### src/rtl/dram_sram16_bridge_if.sv
// rtl/dram_sram16_bridge_if.sv - MCU-side DRAM request/response bus of the 16-bit SRAM bridge
interface dram_sram16_bridge_if #(
  parameter int MEM_ADDR_BITS = 16
);
  logic [MEM_ADDR_BITS-1:0] dram_mem_addr;
  logic                     dram_mem_read_en;
  logic                     dram_mem_write_en;
  logic [3:0]               dram_mem_byte_enable;
  logic [31:0]              dram_mem_write_data;
  logic                     dram_ack;
  logic [31:0]              dram_mem_read_data;

  // MCU side issues strobes and consumes the ack/read word
  modport master (
    output dram_mem_addr, dram_mem_read_en, dram_mem_write_en,
    output dram_mem_byte_enable, dram_mem_write_data,
    input  dram_ack, dram_mem_read_data
  );

  // Bridge side
  modport slave (
    input  dram_mem_addr, dram_mem_read_en, dram_mem_write_en,
    input  dram_mem_byte_enable, dram_mem_write_data,
    output dram_ack, dram_mem_read_data
  );
endinterface

### src/rtl/dram_sram16_bridge.sv
// rtl/dram_sram16_bridge.sv - 32-bit MCU word access split into two 16-bit async SRAM accesses
module dram_sram16_bridge #(
  parameter int MEM_ADDR_BITS = 16,
  parameter int WAIT_CYCLES   = 2
) (
  input  logic                   clk,
  input  logic                   reset_n,
  dram_sram16_bridge_if.slave    dram,
  output logic                   busy,
  output logic                   req_dropped,
  output logic [MEM_ADDR_BITS:0] sram_addr,
  output logic [15:0]            sram_dq_out,
  output logic                   sram_dq_oe,
  input  logic [15:0]            sram_dq_in,
  output logic                   sram_ce_n,
  output logic                   sram_oe_n,
  output logic                   sram_we_n,
  output logic                   sram_ub_n,
  output logic                   sram_lb_n
);

  typedef enum logic [2:0] {
    IDLE, SETUP_LO, STROBE_LO, SETUP_HI, STROBE_HI, DONE
  } state_t;

  localparam logic [3:0] STROBE_LEN = 4'(WAIT_CYCLES);

  state_t                   state;
  logic [MEM_ADDR_BITS-1:0] addr_q;
  logic [31:0]              wdata_q;
  logic [3:0]               be_q;
  logic                     wr_q;
  logic [3:0]               cnt;
  logic [31:0]              rd_buf;
  logic                     req;

  assign req = dram.dram_mem_read_en | dram.dram_mem_write_en;

  // Reads always drive both byte lanes; writes enable only the requested bytes
  function automatic logic [1:0] lanes_n(input logic wr, input logic [1:0] be);
    return wr ? ~be : 2'b00;
  endfunction

  // Request sequencer: every SRAM control is registered on the transition into its state
  always_ff @(posedge clk) begin
    if (!reset_n) begin
      state                   <= IDLE;
      addr_q                  <= '0;
      wdata_q                 <= '0;
      be_q                    <= '0;
      wr_q                    <= 1'b0;
      cnt                     <= '0;
      rd_buf                  <= '0;
      busy                    <= 1'b0;
      req_dropped             <= 1'b0;
      dram.dram_ack           <= 1'b0;
      dram.dram_mem_read_data <= '0;
      sram_addr               <= '0;
      sram_dq_out             <= '0;
      sram_dq_oe              <= 1'b0;
      sram_ce_n               <= 1'b1;
      sram_oe_n               <= 1'b1;
      sram_we_n               <= 1'b1;
      sram_ub_n               <= 1'b1;
      sram_lb_n               <= 1'b1;
    end else begin
      dram.dram_ack <= 1'b0;
      if (state != IDLE && req) req_dropped <= 1'b1;

      unique case (state)
        IDLE: begin
          if (req) begin
            addr_q  <= dram.dram_mem_addr;
            wdata_q <= dram.dram_mem_write_data;
            be_q    <= dram.dram_mem_byte_enable;
            wr_q    <= dram.dram_mem_write_en;
            busy    <= 1'b1;
            if (!dram.dram_mem_write_en || (|dram.dram_mem_byte_enable[1:0])) begin
              state                  <= SETUP_LO;
              sram_ce_n              <= 1'b0;
              sram_addr              <= {dram.dram_mem_addr, 1'b0};
              sram_dq_oe             <= dram.dram_mem_write_en;
              sram_dq_out            <= dram.dram_mem_write_data[15:0];
              {sram_ub_n, sram_lb_n} <= lanes_n(dram.dram_mem_write_en,
                                                dram.dram_mem_byte_enable[1:0]);
            end else if (|dram.dram_mem_byte_enable[3:2]) begin
              state                  <= SETUP_HI;
              sram_ce_n              <= 1'b0;
              sram_addr              <= {dram.dram_mem_addr, 1'b1};
              sram_dq_oe             <= 1'b1;
              sram_dq_out            <= dram.dram_mem_write_data[31:16];
              {sram_ub_n, sram_lb_n} <= lanes_n(1'b1, dram.dram_mem_byte_enable[3:2]);
            end else begin
              // Write with no enabled bytes: nothing to do on the SRAM
              state <= DONE;
            end
          end else begin
            busy <= 1'b0;
          end
        end

        SETUP_LO, SETUP_HI: begin
          state     <= (state == SETUP_LO) ? STROBE_LO : STROBE_HI;
          cnt       <= STROBE_LEN;
          sram_we_n <= ~wr_q;
          sram_oe_n <= wr_q;
        end

        STROBE_LO, STROBE_HI: begin
          if (cnt != 4'd0) begin
            cnt <= cnt - 4'd1;
          end else begin
            // Last strobe cycle: the SRAM output has settled for the full strobe width
            if (!wr_q) begin
              if (state == STROBE_LO) rd_buf[15:0]  <= sram_dq_in;
              else                    rd_buf[31:16] <= sram_dq_in;
            end
            sram_oe_n <= 1'b1;
            sram_we_n <= 1'b1;
            if (state == STROBE_LO && (!wr_q || (|be_q[3:2]))) begin
              state                  <= SETUP_HI;
              sram_addr              <= {addr_q, 1'b1};
              sram_dq_out            <= wdata_q[31:16];
              {sram_ub_n, sram_lb_n} <= lanes_n(wr_q, be_q[3:2]);
            end else begin
              state      <= DONE;
              sram_ce_n  <= 1'b1;
              sram_ub_n  <= 1'b1;
              sram_lb_n  <= 1'b1;
              sram_dq_oe <= 1'b0;
            end
          end
        end

        DONE: begin
          dram.dram_ack <= 1'b1;
          if (!wr_q) dram.dram_mem_read_data <= rd_buf;
          state <= IDLE;
        end

        default: state <= IDLE;
      endcase
    end
  end

endmodule

### src/flat_wrapper.sv
// flat-port wrapper written by rule: the top's interface ports become plain ports
module dram_sram16_bridge_flat 
#(
  parameter int MEM_ADDR_BITS = 16,
  parameter int WAIT_CYCLES   = 2
)
  (clk, reset_n, busy, req_dropped, sram_addr, sram_dq_out, sram_dq_oe, sram_dq_in, sram_ce_n, sram_oe_n, sram_we_n, sram_ub_n, sram_lb_n, dram_dram_mem_addr, dram_dram_mem_read_en, dram_dram_mem_write_en, dram_dram_mem_byte_enable, dram_dram_mem_write_data, dram_dram_ack, dram_dram_mem_read_data);
  dram_sram16_bridge_if #(.MEM_ADDR_BITS(MEM_ADDR_BITS)) dram_i ();
  input  logic clk;
  input  logic reset_n;
  output logic busy;
  output logic req_dropped;
  output logic [MEM_ADDR_BITS:0] sram_addr;
  output logic [15:0] sram_dq_out;
  output logic sram_dq_oe;
  input  logic [15:0] sram_dq_in;
  output logic sram_ce_n;
  output logic sram_oe_n;
  output logic sram_we_n;
  output logic sram_ub_n;
  output logic sram_lb_n;
  input wire logic [$bits(dram_i.dram_mem_addr)-1:0] dram_dram_mem_addr;
  input wire logic [$bits(dram_i.dram_mem_read_en)-1:0] dram_dram_mem_read_en;
  input wire logic [$bits(dram_i.dram_mem_write_en)-1:0] dram_dram_mem_write_en;
  input wire logic [$bits(dram_i.dram_mem_byte_enable)-1:0] dram_dram_mem_byte_enable;
  input wire logic [$bits(dram_i.dram_mem_write_data)-1:0] dram_dram_mem_write_data;
  output wire logic [$bits(dram_i.dram_ack)-1:0] dram_dram_ack;
  output wire logic [$bits(dram_i.dram_mem_read_data)-1:0] dram_dram_mem_read_data;
  assign dram_i.dram_mem_addr = dram_dram_mem_addr;
  assign dram_i.dram_mem_read_en = dram_dram_mem_read_en;
  assign dram_i.dram_mem_write_en = dram_dram_mem_write_en;
  assign dram_i.dram_mem_byte_enable = dram_dram_mem_byte_enable;
  assign dram_i.dram_mem_write_data = dram_dram_mem_write_data;
  assign dram_dram_ack = dram_i.dram_ack;
  assign dram_dram_mem_read_data = dram_i.dram_mem_read_data;
  dram_sram16_bridge #(.MEM_ADDR_BITS(MEM_ADDR_BITS), .WAIT_CYCLES(WAIT_CYCLES)) u_core (.clk(clk), .reset_n(reset_n), .dram(dram_i), .busy(busy), .req_dropped(req_dropped), .sram_addr(sram_addr), .sram_dq_out(sram_dq_out), .sram_dq_oe(sram_dq_oe), .sram_dq_in(sram_dq_in), .sram_ce_n(sram_ce_n), .sram_oe_n(sram_oe_n), .sram_we_n(sram_we_n), .sram_ub_n(sram_ub_n), .sram_lb_n(sram_lb_n));
endmodule
### config.mk
export PLATFORM = sky130hd
export DESIGN_NAME = dram_sram16_bridge_flat
export DESIGN_NICKNAME = d
export VERILOG_FILES = /design/src/rtl/dram_sram16_bridge_if.sv /design/src/rtl/dram_sram16_bridge.sv /design/src/flat_wrapper.sv
export SDC_FILE = /design/constraint.sdc
export NUM_CORES = 1
export LEC_CHECK = 0
export ABC_AREA = 1
export ABC_CLOCK_PERIOD_IN_PS = 1800
export BUFFER_PORTS_ARGS = -buffer_cell sky130_fd_sc_hd__buf_2
export CAP_MARGIN = 30
export CORE_ASPECT_RATIO = 2
export CORE_MARGIN = 3
export CORE_UTILIZATION = 50
export CTS_BUF_LIST = sky130_fd_sc_hd__clkbuf_8
export DETAILED_ROUTE_END_ITERATION = 6
export PLACE_DENSITY = 0.8
export REMOVE_ABC_BUFFERS = 1
export SYNTH_ARGS = -nofsm -noshare
export SYNTH_HDL_FRONTEND = slang
export SYNTH_SLANG_ARGS = --single-unit
export TNS_END_PERCENT = 100
### constraint.sdc
create_clock -name clk -period 1.8 [get_ports clk]
set_clock_uncertainty 0.15 [all_clocks]
set_input_delay 0.18 -clock clk [delete_from_list [all_inputs] [get_ports clk]]
set_output_delay 0.18 -clock clk [all_outputs]
set_load 0.05 [all_outputs]
==> run metrics, run 1 <==
CP Cell Sequence=inv_2, ha_4, nand3_4, buf_4, a21oi_4, nand3_4, clkbuf_16, nor2_1, nor2_1; fin crit share=a little over nine tenths; worst skew pair latency=0.44 ns; Slew headroom=77.29%; P&R area growth vs syn=34.40%; First DRT Iteration DRCs=371; Hold Path End=u_core.sram_dq_out[4]$_SDFFE_PN0P_; YS warnings=0; end of the worst register-to-register path=u_core.sram_dq_out[5]$_SDFFE_PN0P_; peak supply drop=1.091 mV; DP HPWL=10900 µm; Cell Pwr Density=~1900 nW/µm²; maxcap violations=0; CTS tree=yes; Post-DRT Antenna Nets=0; Port Buf Inserts=145; filler cell count=1026; Final TNS setup=0 ns; global placement routability congestion=0.8903; P_leak=4.115 nW; die area=13890 µm²; number of global-route vias before repair=5910; worst hold path depth=5; initial antenna violation count=0; count of different cell masters after synthesis=26; Initial Utilization=51.30%; per-cell routed wire length=13.84 µm; unrepaired setup endpoints after global routing=true; final setup fails=0; grt total ovfl=0; CP Capture Type=flip-flop; clock transition time at the flip-flop clock pins of the worst setup and hold paths=0.08 ns; synthesized area=6220 µm²; vias per inst=roughly 5.0; via count=6347; CTS max path bufs=2; DR pass1 iterations=5; commonest cells after routing, fill and taps aside=224 x nor2_1, 153 x nand2_1, 145 x dfxtp_1, 144 x buf_2, 127 x o21ai_0; critical hold path startpoint=dram_dram_mem_write_data[4]; die height=163.7 µm; Die W=84.87 µm; core area=between 10000 and 15000 µm²; fmax=568.6 MHz; n_diodes=0; TritonCTS Sinks=around 150; fin cells=about 1300; nets=1175; first-pass GRT wire length=27650 µm; Final Core Density=~70%; placed cell areas=between 7000 and 8000 µm²; GRT Resource Usage Total=between 20% and 30%; WS Path Type=reg -> reg; drc violations=0; Worst Hold Class=in -> reg; CP max stage delay=0.34 ns; Boundary Pins=146; CP arrival=a little under 2 ns; reg2reg path depth=9; syn avg cell area=just under 7 µm²; cts bufs inserted=17; largest net degree at the start of global routing=82; fin area=8359 µm²; routed wire length=17460 µm; Worst Path Required=1.98 ns; Synth Instances=895; FF+latch count, synth=148; sequential share of the synthesized area=47.64%; Least-Margin Pin Slew=0.3406 ns; Fin. Hold Viols=0; row count=57; Clock Tree Root=clkbuf_8; Worst setup startpoint=u_core.cnt[1]$_SDFFE_PN0P_; Worst Setup Start Kind=flip-flop; Critical-path top delay cell=dfxtp_1; Slew Viols, Final=0; r2r setup slk=0.04 ns; run status=finished clean; share of layout cells above drive strength 1=22.15%; crit-path max FO=8; Placed Cells incl. Taps=1169; min Tclk post-route=1.759 ns; reg2reg start=u_core.cnt[1]$_SDFFE_PN0P_; H-tree depth=4; leading cell type in the layout, fill and taps excluded=nor2_1
==> per-layer routing <==
layer  track usage (%)  routed length (µm)
met1             27.96                6632
met2             43.43                9287
met3             4.518                 818
met4             12.39                 725
met5                 0                   0
==> through the flow <==
stage / hold slack, ns / setup WS (ns) / power [mW]
6_report: 0.03713 / 0.04121 / 15.96
5_1_grt: 0.03659 / -0.03261 / 17.12
4_1_cts: 0.005769 / 0.005637 / 15.35
3_5_place_dp: 0.2857 / -0.05205 / 12.26
3_3_place_gp: 0.2803 / 0.001188 / 12.10
2_1_floorplan: 0.09889 / -0.8452 / 9.978
==> logic make-up (layout without fill, tap and decap cells) <==
group                    after synthesis  after routing  synth area share, %
flip-flops                           148            148                47.64
AND/OR/NAND/NOR                      431            432                28.02
AO/OA/AOI/OAI                        182            182                14.91
adder cells (fa/ha/maj)                1              1               0.2011
buffers and inverters                133            352                9.234
==> worst max-delay path, delay by kind of cell, from the launching register on <==
family                   cells  cell delay [ns]
AND/OR/NAND/NOR              4             0.43
flip-flops                   1             0.34
buffers and inverters        3             0.43
adder cells (fa/ha/maj)      1             0.14
AO/OA/AOI/OAI                1             0.16
==> cell usage after synthesis <==
cell      instances  share of area, %
a21oi_1          43               3.5
a21oi_4           1              0.26
buf_1             2              0.12
buf_2             9              0.72
buf_4             5              0.60
buf_6             6               1.1
clkbuf_1         28               1.7
dfxtp_1         148                48
ha_1              1              0.20
inv_1            82               4.9
inv_2             1             0.060
nand2_1         156               9.4
nand2_2           4              0.40
nand2_4           2              0.36
nand2_8           1              0.32
nand3_1          31               2.5
nand3_4           1              0.28
nor2_1          230                14
nor2_2            2              0.20
nor2_4            1              0.18
nor2_8            1              0.32
nor3_1            2              0.16
o211ai_1          1              0.12
o21ai_0         128                10
o21ai_1           7              0.56
o22ai_1           2              0.20
==> timing repair <==
item / 4_1_cts / 5_1_grt
endpoints found under the setup margin: 30 / 65
gates resized for setup: 4 / 26
pin swaps: 2 / 7
buffers inserted: 0 / 3
hold buffers: 55 / 0
cloned: 1 / 3
endpoints found under the hold margin: 94 / 0
==> sequential cells by signal, summed over array words and instances (netlist names) <==
name,flops
u_core.sram_ce_n,1
u_core.cnt,4
u_core.dram.dram_mem_read_data,32
u_core.rd_buf,32
u_core.addr_q,16
u_core.dram.dram_ack,1
u_core.sram_oe_n,1
u_core.sram_dq_out,16
u_core.sram_dq_oe,1
u_core.sram_we_n,1
u_core.req_dropped,1
u_core.busy,1
u_core.sram_addr,17
u_core.sram_ub_n,1
u_core.wdata_q,16
u_core.be_q,2
u_core.sram_lb_n,1
u_core.wr_q,1
u_core.state,3
==> worst max-delay path by stage <==
stage / endpoint / slack [ns] / depth (start not counted)
after global routing: u_core.sram_addr[7]$_SDFFE_PN0P_ / -0.03 / 9
after global placement: u_core.sram_dq_out[15]$_SDFFE_PN0P_ / 0.001 / 9
final: u_core.sram_dq_out[5]$_SDFFE_PN0P_ / 0.04 / 9
after CTS: u_core.sram_addr[7]$_SDFFE_PN0P_ / 0.006 / 9
after detailed placement: u_core.sram_dq_out[15]$_SDFFE_PN0P_ / -0.05 / 9
after floorplan: u_core.sram_addr[10]$_SDFFE_PN0P_ / -0.85 / 10
==> power by group <==
part / internal (mW) / total (mW) / switching, mW
logic: 2.74 / 8.22 / 5.48
clock network: 1.57 / 2.89 / 1.32
registers: 4.31 / 4.85 / 0.533
==> layout make-up <==
type                       count  area (µm²)  share of cell area [%]
sequential                   148        2972                   35.55
multi-input combinational    615        2771                   33.15
timing repair buffer         237        1673                   20.01
inverter                      83       311.5                   3.727
clock buffer                  18       247.7                   2.964
clock inverter                14       200.2                   2.395
tap                          147       183.9                   2.200
(Power assumes the default switching activity.)
==> inputs of run 2 (changes only) <==
--- a/config.mk
+++ b/config.mk
@@ -14,6 +14,7 @@
 export CORE_UTILIZATION = 50
 export CTS_BUF_LIST = sky130_fd_sc_hd__clkbuf_8
 export DETAILED_ROUTE_END_ITERATION = 6
+export GPL_TIMING_DRIVEN = 0
 export PLACE_DENSITY = 0.8
 export REMOVE_ABC_BUFFERS = 1
 export SYNTH_ARGS = -nofsm -noshare
==> run 2 against run 1 <==
Against the previous run:
- the run now ends with negative hold slack, negative setup slack left
- hold slack got worse by 0.090 ns
- combinational power increased by 16%
- power increased by 5.6%
- sequential cell count unchanged
- sequential share of layout area decreased by 1.3 points
- register-to-register slack got worse by 0.07 ns
- clock-buffer cell count unchanged
==> run metrics, run 2 (synthesized netlist as in run 1, its figures left out) <==
final worst slack=-0.02625 ns (was 0.04121 ns); Net Sw Power=8.359 mW (was 7.336 mW); Slew headroom=53.76% (was 77.29%); Cell Pwr Density=1936 nW/µm² (was 1909 nW/µm²); biggest regs=u_core.dram.dram_mem_read_data: 32 flops, u_core.rd_buf: 32 flops, u_core.sram_addr: 17 flops (unchanged); maxcap violations=0 (unchanged); CTS max path bufs=2 (unchanged); Final TNS setup=-0.02625 ns (was 0 ns); hold slack=-0.05244 ns (was 0.03713 ns); fmax=547.6 MHz (was 568.6 MHz); fin crit share=101.5% (was 97.71%); Port Buf Inserts=145 (unchanged); DR pass1 iterations=5 (unchanged); min Tclk post-route=1.826 ns (was 1.759 ns); initial antenna violation count=0 (unchanged); P&R area growth vs syn=39.95% (was 34.40%); Slew Viols, Final=0 (unchanged); P_leak=4.157 nW (was 4.115 nW); DP HPWL=10840 µm (was 10900 µm); Die W=84.87 µm (unchanged); cts bufs inserted=17 (unchanged); die height=163.7 µm (unchanged); CTS tree=yes (unchanged); share of layout cells above drive strength 1=25.38% (was 22.15%); TritonCTS Sinks=148 (unchanged); Initial Utilization=51.30% (unchanged); vias per inst=5.375 (was 5.029); core area=12120 µm² (unchanged); Final Core Density=71.80% (was 68.95%); row count=57 (unchanged); leading cell type in the layout, fill and taps excluded=nor2_1 (unchanged); Least-Margin Pin Slew=0.6929 ns (was 0.3406 ns); peak supply drop=1.395 mV (was 1.091 mV); per-cell routed wire length=16.15 µm (was 13.84 µm); crit-path max FO=17 (was 8); Worst Setup Start Kind=flip-flop (unchanged); switching part of the total=49.61% (was 45.97%); largest net degree at the start of global routing=98 (was 82); Worst Path Required=2.01 ns (was 1.98 ns); global placement routability congestion=0.8536 (was 0.8903); drc violations=0 (unchanged); Clk network pwr share=14.4% (was 18.1%); number of global-route vias before repair=6500 (was 5910); dpl ws=-0.7941 ns (was -0.05205 ns); first-pass GRT wire length=30560 µm (was 27650 µm); run status=finished, violations left (was finished clean); H-tree depth=4 (unchanged); grt total ovfl=0 (unchanged); combinational share of power=56.5% (was 51.5%); Post-DRT Antenna Nets=0 (unchanged); worst skew pair latency=0.44 ns (about the same); sequential power share=29.1% (was 30.4%); GRT Resource Usage Total=27.44% (was 24.59%); Clock Tree Root=clkbuf_8 (unchanged); die area=13890 µm² (unchanged); final setup fails=1 (was 0); WS Path Type=reg -> reg (unchanged); unrepaired setup endpoints after global routing=true (unchanged); Cell Int Power=8.489 mW (was 8.621 mW); CP Capture Type=flip-flop (unchanged); via count=6848 (was 6347); Fin. Hold Viols=16 (was 0); nets=1187 (was 1175); routed wire length=20580 µm (was 17460 µm); failing checks=negative hold slack, negative setup slack; Worst Hold Class=in -> reg (unchanged); CP arrival=2.04 ns (was 1.94 ns); First DRT Iteration DRCs=421 (was 371); n_diodes=0 (unchanged); clock transition time at the flip-flop clock pins of the worst setup and hold paths=0.09 ns (was 0.08 ns); Boundary Pins=146 (unchanged); commonest cells after routing, fill and taps aside=222 x nor2_1, 144 x buf_2, 142 x dfxtp_1, 141 x nand2_1, 121 x o21ai_0 (was 224 x nor2_1, 153 x nand2_1, 145 x dfxtp_1, 144 x buf_2, 127 x o21ai_0)
==> run 2: final timing paths <==
| path | start | end | slack [ns] | cells after the start |
|---|---|---|---|---|
| hold / removal | reset_n | u_core.sram_dq_out[12]$_SDFFE_PN0P_ | -0.05 | 3 |
| setup / recovery | u_core.cnt[0]$_SDFFE_PN0P_ | u_core.rd_buf[15]$_SDFFE_PN0P_ | -0.03 | 9 |
| hold reg to reg | u_core.wdata_q[16]$_SDFFE_PN0P_ | u_core.wdata_q[16]$_SDFFE_PN0P_ | 0.30 | 2 |
| setup reg to reg | u_core.cnt[0]$_SDFFE_PN0P_ | u_core.rd_buf[15]$_SDFFE_PN0P_ | -0.03 | 9 |
==> run 2: power groups by stage <==
stage | Sequential (mW) | Clock [mW] | Combinational, mW
floorplan | 6.35 | 0 | 3.63
global placement | 4.86 | 0 | 6.34
detailed placement | 4.88 | 0 | 6.91
CTS | 4.83 | 2.46 | 8.47
global route | 5.00 | 2.58 | 10.3
finish | 4.90 | 2.43 | 9.52
==> run 2: repair_timing <==
action | 4_1_cts | 5_1_grt
resized for setup | 36 | 51
setup buffers | 16 | 12
gates cloned | 11 | 5
setup endpoints to repair | 140 | 91
hold buffers | 56 | 1
pin swaps | 11 | 15
endpoints found under the hold margin | 94 | 11
==> run 2: routing by layer <==
metal,global-route usage (%),share of wire [%],vias up
met2,50.43,53,345
met5,0,0,-
met3,5.472,6.5,84
met1,28.59,35,3160
met4,15.20,5.3,0
li1,-,-,3259
==> run 2: worst max-delay path, stage by stage, from the launching register on <==
cell and delay, ns:
dfxtp_2 0.33, inv_2 0.07, ha_4 0.16, nand3_4 0.14, nor2_4 0.21, nand2_4 0.17, clkinvlp_4 0.11, buf_6 0.18
nor2_1 0.06, nor2_1 0.15
==> run 2: area by class of cell <==
cell class | instances | area [µm²]
fill | 964 | 3420
multi-input combinational | 623 | 3009
sequential | 148 | 2978
timing repair buffer | 237 | 1805
inverter | 83 | 334.1
clock buffer | 18 | 247.7
tap | 147 | 183.9
clock inverter | 14 | 118.9
timing repair inverter | 4 | 27.53
==> run 2: through the flow <==
stage                     total power [mW]  hold slack [ns]  std cells  area [µm²]
after floorplan                      9.978          0.09889        845        5957
after global placement               11.20           0.2820       1137        6867
after detailed placement             11.79           0.2863       1142        6965
after CTS                            15.76        0.0003861       1257        8371
after global routing                 17.89         -0.04907       1274        8705
final                                16.85         -0.05244       1274        8705
==> inputs of run 3 (changes only) <==
--- a/config.mk
+++ b/config.mk
@@ -6,16 +6,16 @@
 export NUM_CORES = 1
 export LEC_CHECK = 0
 export ABC_AREA = 1
-export ABC_CLOCK_PERIOD_IN_PS = 1800
+export ABC_CLOCK_PERIOD_IN_PS = 2200
 export BUFFER_PORTS_ARGS = -buffer_cell sky130_fd_sc_hd__buf_2
 export CAP_MARGIN = 30
 export CORE_ASPECT_RATIO = 2
 export CORE_MARGIN = 3
-export CORE_UTILIZATION = 50
+export CORE_UTILIZATION = 60
 export CTS_BUF_LIST = sky130_fd_sc_hd__clkbuf_8
 export DETAILED_ROUTE_END_ITERATION = 6
 export GPL_TIMING_DRIVEN = 0
-export PLACE_DENSITY = 0.8
+export PLACE_DENSITY = 0.9
 export REMOVE_ABC_BUFFERS = 1
 export SYNTH_ARGS = -nofsm -noshare
 export SYNTH_HDL_FRONTEND = slang
==> constraint.sdc (replaced) <==
create_clock -name clk -period 2.2 [get_ports clk]
set_clock_uncertainty 0.15 [all_clocks]
set_input_delay 0.22 -clock clk [delete_from_list [all_inputs] [get_ports clk]]
set_output_delay 0.22 -clock clk [all_outputs]
set_load 0.05 [all_outputs]
==> run 3 against run 2 <==
Against the previous run:
- hold slack improved by 0.087 ns
- sequential cell count did not move
- the flow now finishes without violations
- largest power group unchanged
- utilization rose by 7.7 points
- register-to-register slack improved by 0.12 ns
==> run metrics, run 3 (synthesized netlist as in run 1, its figures left out) <==
CP max stage delay=0.53 ns (was 0.33 ns); Worst Path Required=2.40 ns (was 2.01 ns); H-tree depth=4 (unchanged); P_leak=3.952 nW (was 4.157 nW); number of global-route vias before repair=6264 (was 6500); final setup fails=0 (was 1); clock transition time at the flip-flop clock pins of the worst setup and hold paths=0.09 ns (about the same); WS Path Type=reg -> reg (unchanged); Reg area=2964 µm² (was 2978 µm²); per-cell routed wire length=15.19 µm (was 16.15 µm); CP top delay family=simple AND/OR/NAND/NOR gates (unchanged); Cell Pwr Density=1545 nW/µm² (was 1936 nW/µm²); Final Core Density=79.50% (was 71.80%); Port Buf Inserts=145 (unchanged); die area=11700 µm² (was 13890 µm²); Worst Hold Class=in -> reg (unchanged); combinational share of power=51.9% (was 56.5%); largest net degree at the start of global routing=115 (was 98); share of layout cells above drive strength 1=20.33% (was 25.38%); TritonCTS Sinks=148 (unchanged); core area=10150 µm² (was 12120 µm²); initial antenna violation count=0 (unchanged); P&R area growth vs syn=29.73% (was 39.95%); Fin. Hold Viols=0 (was 16); maxcap violations=0 (unchanged); reg2reg path depth=6 (was 9); area of the multi-input gates=2774 µm² (was 3009 µm²); unrepaired setup endpoints after global routing=true (unchanged); DR pass1 iterations=5 (unchanged); crit-path max FO=32 (was 17); GRT Resource Usage Total=30.59% (was 27.44%); commonest cells after routing, fill and taps aside=227 x nor2_1, 152 x nand2_1, 147 x dfxtp_1, 144 x buf_2, 128 x o21ai_0 (was 222 x nor2_1, 144 x buf_2, 142 x dfxtp_1, 141 x nand2_1, 121 x o21ai_0); critical hold path startpoint=dram_dram_mem_write_data[2] (was reset_n); fin area=8069 µm² (was 8705 µm²); CP Cell Sequence=inv_1, nand3_1, nor2_2, inv_1, nor2_1, nor2_1 (was inv_2, ha_4, nand3_4, nor2_4, nand2_4, clkinvlp_4, buf_6, nor2_1, nor2_1); vias per inst=5.385 (was 5.375); end of the worst register-to-register path=u_core.dram.dram_mem_read_data[19]$_SDFFE_PN0P_ (was u_core.rd_buf[15]$_SDFFE_PN0P_); Initial Utilization=61.28% (was 51.30%); CTS tree=yes (unchanged); Least-Margin Pin Slew=0.9977 ns (was 0.6929 ns); Critical-path top delay cell=inv_1 (was dfxtp_2); CP Capture Type=flip-flop (unchanged); DP HPWL=10610 µm (was 10840 µm); row count=52 (was 57); first-pass GRT wire length=28680 µm (was 30560 µm); sequential power share=31.9% (was 29.1%); Clk network pwr share=16.2% (was 14.4%); Hold Path End=u_core.sram_dq_out[2]$_SDFFE_PN0P_ (was u_core.sram_dq_out[12]$_SDFFE_PN0P_); peak supply drop=1.119 mV (was 1.395 mV); min Tclk post-route=2.108 ns (was 1.826 ns); Die W=78.00 µm (was 84.87 µm); Slew Viols, Final=0 (unchanged); n_diodes=0 (unchanged); biggest regs=u_core.dram.dram_mem_read_data: 32 flops, u_core.rd_buf: 32 flops, u_core.sram_addr: 17 flops (unchanged); drc violations=0 (unchanged); Cell Int Power=6.200 mW (was 8.489 mW); reg2reg start=u_core.state[1]$_SDFFE_PN0P_ (was u_core.cnt[0]$_SDFFE_PN0P_); filler cell count=693 (was 964); nets=1152 (was 1187); cts bufs inserted=17 (unchanged); grt total ovfl=0 (unchanged); fmax=474.3 MHz (was 547.6 MHz); CTS max path bufs=2 (unchanged); Total Power=12.47 mW (was 16.85 mW); switching part of the total=50.28% (was 49.61%); run status=finished clean (was finished, violations left); Worst Path Buf+Inv=2 (was 3); worst skew pair latency=0.45 ns (was 0.44 ns); fin crit share=95.84% (was 101.5%); placed cell areas=6969 µm² (was 6965 µm²); global placement routability congestion=0.8730 (was 0.8536); Boundary Pins=146 (unchanged); worst hold path depth=5 (was 3); Net Sw Power=6.270 mW (was 8.359 mW); r2r setup slk=0.09 ns (was -0.03 ns); die height=150.0 µm (was 163.7 µm); via count=6607 (was 6848); First DRT Iteration DRCs=478 (was 421); CP arrival=2.31 ns (was 2.04 ns); Worst setup startpoint=u_core.state[1]$_SDFFE_PN0P_ (was u_core.cnt[0]$_SDFFE_PN0P_); Slew headroom=33.41% (was 53.76%); routed wire length=18640 µm (was 20580 µm); leading cell type in the layout, fill and taps excluded=nor2_1 (unchanged); Post-DRT Antenna Nets=0 (unchanged); Worst Setup Start Kind=flip-flop (unchanged); Clock Tree Root=clkbuf_8 (unchanged)
-- run 3: power by group through the flow --
stage          Sequential [mW]  Combinational [mW]  Clock (mW)
3_5_place_dp              3.98                5.71           0
6_report                  3.97                6.48        2.02
2_1_floorplan             5.19                2.97           0
5_1_grt                   4.05                7.10        2.17
3_3_place_gp              3.95                5.43           0
4_1_cts                   3.94                5.92        2.05
-- run 3: worst register-to-register path, cell delays in order (launching register included) --
cell and delay, ns:
dfxtp_1 0.38, inv_1 0.13, nand3_1 0.12, nor2_2 0.33, inv_1 0.53, nor2_1 0.30, nor2_1 0.07
-- run 3: routing by layer --
metal | up-vias | wire length [µm] | GRT usage, %
met5 | - | 0 | 0
met4 | 0 | 891 | 16.73
met3 | 88 | 1254 | 6.627
met2 | 346 | 10020 | 55.28
met1 | 2995 | 6477 | 32.45
li1 | 3178 | - | -
-- run 3: worst max path at each step --
stage	to	slack, ns	cells after the start
floorplan	u_core.sram_addr[10]$_SDFFE_PN0P_	-0.45	10
global placement	u_core.sram_ub_n$_SDFFE_PN1P_	-1.74	8
detailed placement	u_core.sram_ub_n$_SDFFE_PN1P_	-0.44	8
CTS	u_core.rd_buf[29]$_SDFFE_PN0P_	-0.03	9
global route	u_core.dram.dram_mem_read_data[30]$_SDFFE_PN0P_	-0.12	6
finish	u_core.dram.dram_mem_read_data[19]$_SDFFE_PN0P_	0.09	6
-- run 3: layout make-up --
class,instances,share of cell area [%]
clock buffers,17,2.900
clock inverters,15,1.752
inverters,83,4.094
multi-input cells,617,34.38
flip-flops and latches,148,36.73
well taps,135,2.093
repair buffers,209,17.80
repair inverters,3,0.2481
-- run 3: stage by stage --
step | setup WS [ns] | cells | TNS (ns) | hold WS, ns
final | 0.09155 | 1227 | 0 | 0.03416
after detailed placement | -0.4424 | 1130 | -20.47 | 0.2858
after global routing | -0.1156 | 1227 | -1.006 | 0.05213
after CTS | -0.03457 | 1218 | -0.03884 | 0.001593
after global placement | -1.744 | 1125 | -131.29 | 0.2821
after floorplan | -0.4452 | 845 | -21.72 | 0.1389
-- run 3: repair_timing --
action,CTS,global route
resized for setup,11,11
pin swaps,2,3
endpoints found under the hold margin,77,0
setup endpoints to repair,78,102
hold buffers,52,0
gates cloned,1,5
buffers inserted,3,4
